`config.mk`:
```
export PLATFORM = sky130hd
export DESIGN_NAME = seq_pattern_tx
export DESIGN_NICKNAME = d
export VERILOG_FILES = /design/src/rtl/seq_tx_pkg.sv /design/src/rtl/seq_tx_shreg.sv /design/src/rtl/seq_pattern_tx.sv
export SDC_FILE = /design/constraint.sdc
export NUM_CORES = 1
export LEC_CHECK = 0
export CORE_MARGIN = 2
export CORE_UTILIZATION = 48
export DETAILED_ROUTE_END_ITERATION = 12
export MAX_ROUTING_LAYER = met4
export PLACE_DENSITY = 0.78
export SLEW_MARGIN = 20
export SYNTH_ARGS = -nofsm -noshare
export SYNTH_HDL_FRONTEND = slang
export SYNTH_SLANG_ARGS = --single-unit
```
`constraint.sdc`:
```
create_clock -name clk -period 2.2 [get_ports clk]
set_clock_uncertainty 0.1 [all_clocks]
set_input_delay 0.44 -clock clk [delete_from_list [all_inputs] [get_ports clk]]
set_output_delay 0.44 -clock clk [all_outputs]
set_load 0.02 [all_outputs]
```
`src/rtl/seq_tx_pkg.sv`:
```
// Shared types for the serial pattern transmitter: FSM state encoding.
package seq_tx_pkg;

  typedef enum logic [1:0] {
    IDLE   = 2'd0,
    SHIFT  = 2'd1,
    PARITY = 2'd2,
    DONE   = 2'd3
  } state_e;

endpackage

```
`src/rtl/seq_tx_shreg.sv`:
```
// Loadable left-shift register with a serial even-parity accumulator over the bits shifted out.
module seq_tx_shreg #(
  parameter int WIDTH = 8
) (
  input  logic             clk,
  input  logic             reset,
  input  logic             load_i,
  input  logic             shift_i,
  input  logic [WIDTH-1:0] data_i,
  output logic             msb_o,
  output logic             next_msb_o,
  output logic             parity_o
);

  logic [WIDTH-1:0] sr_q;
  logic             par_q;

  // NOTE: non-blocking assignments make every flop sample pre-edge values, so shift and parity agree.
  always_ff @(posedge clk or negedge reset) begin
    if (!reset) begin
      sr_q  <= '0;
      par_q <= 1'b0;
    end else if (load_i) begin
      sr_q  <= data_i;
      par_q <= 1'b0;
    end else if (shift_i) begin
      sr_q  <= {sr_q[WIDTH-2:0], 1'b0};
      par_q <= par_q ^ sr_q[WIDTH-1];
    end
  end

  assign msb_o      = sr_q[WIDTH-1];
  assign next_msb_o = sr_q[WIDTH-2];
  assign parity_o   = par_q;

endmodule

```
`src/rtl/seq_pattern_tx.sv`:
```
// Serial frame transmitter: WIDTH data bits MSB first, optional even parity, then a done pulse.
module seq_pattern_tx
  import seq_tx_pkg::*;
#(
  parameter int WIDTH     = 8,
  parameter bit PARITY_EN = 1'b1
) (
  input  logic             clk,
  input  logic             reset,
  input  logic             start,
  input  logic [WIDTH-1:0] data,
  output logic             w,
  output logic             valid,
  output logic             busy,
  output logic             done
);

  localparam int            CW       = $clog2(WIDTH);
  localparam logic [CW-1:0] LAST_CNT = CW'(WIDTH - 1);

  state_e        state_q;
  logic [CW-1:0] cnt_q;
  logic          w_q;
  logic          valid_q;
  logic          busy_q;
  logic          done_q;

  logic sr_msb;
  logic sr_next_msb;
  logic sr_parity;
  logic sr_load;
  logic sr_shift;

  assign sr_load  = (state_q == IDLE) && start;
  assign sr_shift = (state_q == SHIFT);

  seq_tx_shreg #(
    .WIDTH(WIDTH)
  ) u_shreg (
    .clk       (clk),
    .reset     (reset),
    .load_i    (sr_load),
    .shift_i   (sr_shift),
    .data_i    (data),
    .msb_o     (sr_msb),
    .next_msb_o(sr_next_msb),
    .parity_o  (sr_parity)
  );

  // Outputs are registered with the value for the upcoming cycle, so each transition preloads them.
  always_ff @(posedge clk or negedge reset) begin
    if (!reset) begin
      state_q <= IDLE;
      cnt_q   <= '0;
      w_q     <= 1'b0;
      valid_q <= 1'b0;
      busy_q  <= 1'b0;
      done_q  <= 1'b0;
    end else begin
      case (state_q)
        IDLE: begin
          if (start) begin
            state_q <= SHIFT;
            cnt_q   <= LAST_CNT;
            w_q     <= data[WIDTH-1];
            valid_q <= 1'b1;
            busy_q  <= 1'b1;
            done_q  <= 1'b0;
          end
        end
        SHIFT: begin
          if (cnt_q != '0) begin
            cnt_q <= cnt_q - CW'(1);
            w_q   <= sr_next_msb;
          end else if (PARITY_EN) begin
            state_q <= PARITY;
            w_q     <= sr_parity ^ sr_msb;
          end else begin
            state_q <= DONE;
            w_q     <= 1'b0;
            valid_q <= 1'b0;
            done_q  <= 1'b1;
          end
        end
        PARITY: begin
          state_q <= DONE;
          w_q     <= 1'b0;
          valid_q <= 1'b0;
          done_q  <= 1'b1;
        end
        DONE: begin
          state_q <= IDLE;
          busy_q  <= 1'b0;
          done_q  <= 1'b0;
        end
        default: begin
          state_q <= IDLE;
          cnt_q   <= '0;
          w_q     <= 1'b0;
          valid_q <= 1'b0;
          busy_q  <= 1'b0;
          done_q  <= 1'b0;
        end
      endcase
    end
  end

  assign w     = w_q;
  assign valid = valid_q;
  assign busy  = busy_q;
  assign done  = done_q;

endmodule

```
==> metrics.csv <==
stage;metric;value;unit
status;status;finished clean;
placed_design;gp_congestion;0.783;
hold_path;hp-class;primary input to asynchronous set/reset pin;
synthesis;ys_types;23;
routing;wl_per_cell;12.1;um
clock_network;cts_buffers;3;
routing;drt_iter0_drc;17;
clock_network;cts.repair.resized;0;
synthesis;yosys_warnings;0;
synthesis;yosys-top-cells-area;dfrtp_1 46%, ha_1 8.9%, mux2i_1 8.2%;
clock_network;cts_tree;yes;
global_route;antenna_found_initial;0;
timing;rsz0062_at_grt;no;
synthesis;synth_fp_nets;121;
clock_network;clkTransAtPathRegs;110;ps
worst_setup_path;crit_type;flop to primary output;
global_route;grt.overflow.total;0;
routing;drc;0;
worst_setup_path;worst_path_max_delay_cell;clkdlybuf4s50_1;
clock_network;cts_setup_buffers;0;
synthesis;syn_area;981;sq um
synthesis;synth_edf_count;0;
floorplan;die_w;49.2;um
synthesis;synth_top_cells_by_count;18 x dfrtp_1, 15 x nand2_1, 15 x o21ai_0;
synthesis;ys_seq_area_share;45.9;%
synthesis;async_flop_share;100;%
timing;min_period_over_period;84.0;%
floorplan;core-area;0.00194;sq mm
global_route;first_global_vias;738;
worst_setup_path;end_kind;primary output;
synthesis;synth.avg_cell_area;9.52;sq um
global_route;track_usage;18.0;%
clock_network;cts_buffer_depth;2;
floorplan;die_h;49.2;um
synthesis;synth_top_cell_by_area;dfrtp_1;
run;maxCapViolCount;0;
worst_setup_path;critPathRequiredTime;1660;ps
synthesis;syn_inst;103;
placed_design;io_buffers;14;
worst_setup_path;path_cells;clkdlybuf4s50_1;
cells_and_area;layout-drive-gt1-share;8.40;%
routing;routed-via-count;761;
timing;slew_violations;0;
clock_network;cts_sinks;18;
timing;relSlewSlack;72.9;%
synthesis;synth-seq-cells;18;
worst_setup_path;start_kind;flop;
routing;ant_nets;0;
clock_network;clockRootBuffer;clkbuf_4;
worst_setup_path;crit_fanout;3;
timing;finalSetupViolations;0;
timing;fin_setup_tns;0;ps
floorplan;initial_utilization;50.5;%
floorplan;fp-row-count;16;
cells_and_area;post-route-util;60.9;%
global_route;grt_pass1_wl;3280;um
clock_network;clock_latency;300;ps
worst_setup_path;crit_family;buffers and inverters;
global_route;grt_max_degree;19;
floorplan;ios;15;
cells_and_area;syn_to_final_growth;20.5;%
routing;dr.pass1.iters;4;
routing;routed_via_density;5.21;
floorplan;die_area;0.00242;sq mm
routing;drt-total-wl;1760;um
cells_and_area;n_antenna_cell;0;
worst_setup_path;crit_buf_inv;1;
clock_network;cts-htree-levels;1;
power;leakagePower;0.541;nW
power;p_per_area;1350;mW/mm^2
cells_and_area;layout.nets;138;
clock_network;hold_buffers;0;
placed_design;dp_hpwl;1310;um
worst_setup_path;slowest_delay;620;ps
worst_setup_path;crit_arrival;1310;ps
power;ir_drop;796;uV
synthesis;yosysMostFrequentCell;dfrtp_1;
timing;hold_viol;0;
timing;worst_slew_pin_slew;406;ps
timing;timing.final.crit_period;1850;ps
cells_and_area;n_fill_cell;188;
synthesis;synthFlopType;dfrtp_1;
synthesis;synth.top_cell.area_share;45.9;%
timing;fmax;0.541;GHz
[power by group]
part / leakage [nW] / switching [mW] / internal, mW
registers: 0.215 / 0.106 / 0.486
clock network: 0.0210 / 0.109 / 0.101
logic: 0.305 / 0.430 / 0.369
[final timing paths]
path	from	endpoint	slack, ps	cells after the start
min	reset	busy	350	2
min in group clk	done	done	430	2
max in group asynchronous	reset	u_shreg.sr_q[3]	1450	2
min reg2reg	done	done	430	2
max	valid	valid	350	1
max reg2reg	state_q[1]	w	350	5
[cells in the final DEF (no fill, tap or decap)]
master	n
nor2_1	10
o311a_1	1
nand3_1	4
a211oi_1	1
o41ai_2	1
a2bb2oi_1	1
o21ai_1	1
ha_1	7
clkbuf_4	3
xnor2_1	1
buf_4	3
nor2b_1	1
o21ai_0	15
clkdlybuf4s50_1	14
nand2b_1	1
nand2b_4	1
and2_1	1
inv_1	6
xor2_1	1
or3_2	1
nand2_1	15
dfrtp_1	18
clkbuf_8	1
mux2i_1	8
a21oi_1	3
[registers in the layout (all words and copies together) (netlist names)]
name	cells
state_q	2
u_shreg.parity_o	1
cnt_q	3
done	1
busy	1
u_shreg.sr_q	8
w	1
valid	1
[worst reg2reg max path, stage by stage, from the launching register on]
cell	delay, ps
dfrtp_1	440
inv_1	110
ha_1	290
inv_1	140
o311a_1	370
o41ai_2	290
[cell type report]
| cell class | instances | area (sq um) | share of cell area (%) |
|---|---|---|---|
| well taps | 27 | 33.8 | 2.86 |
| multi-input cells | 74 | 477 | 40.3 |
| clock buffers | 4 | 36.3 | 3.07 |
| inverters | 6 | 22.5 | 1.90 |
| repair buffers | 17 | 163 | 13.8 |
| flip-flops and latches | 18 | 450 | 38.1 |
[metrics by stage]
stage	instance area [sq um]	hold slack, ps	std cells	power, mW	worst slack [ps]
floorplan	981	44.4	103	1.17	553
global placement	1150	392	142	1.37	366
detailed placement	1150	408	142	1.40	325
CTS	1180	356	146	1.61	354
global route	1180	357	146	1.75	252
finish	1180	352	146	1.60	351
[logic make-up (layout without fill, tap and decap cells)]
group	count (synthesis)	count (layout)	share of synthesized area [%]
simple gates	34	34	15.7
compound gates	23	23	14.0
flops	18	18	45.9
buf+inv	11	27	5.48
mux	8	8	8.16
fa+ha+maj	7	7	8.93
xor+xnor	2	2	1.79
[per-layer routing]
layer	wire [um]	global-route usage, %
met1	838	22.2
met2	818	27.7
met3	74	4.29
met4	31	8.57
met5	0	-
Note: power is estimated with default switching activity, not from simulation.
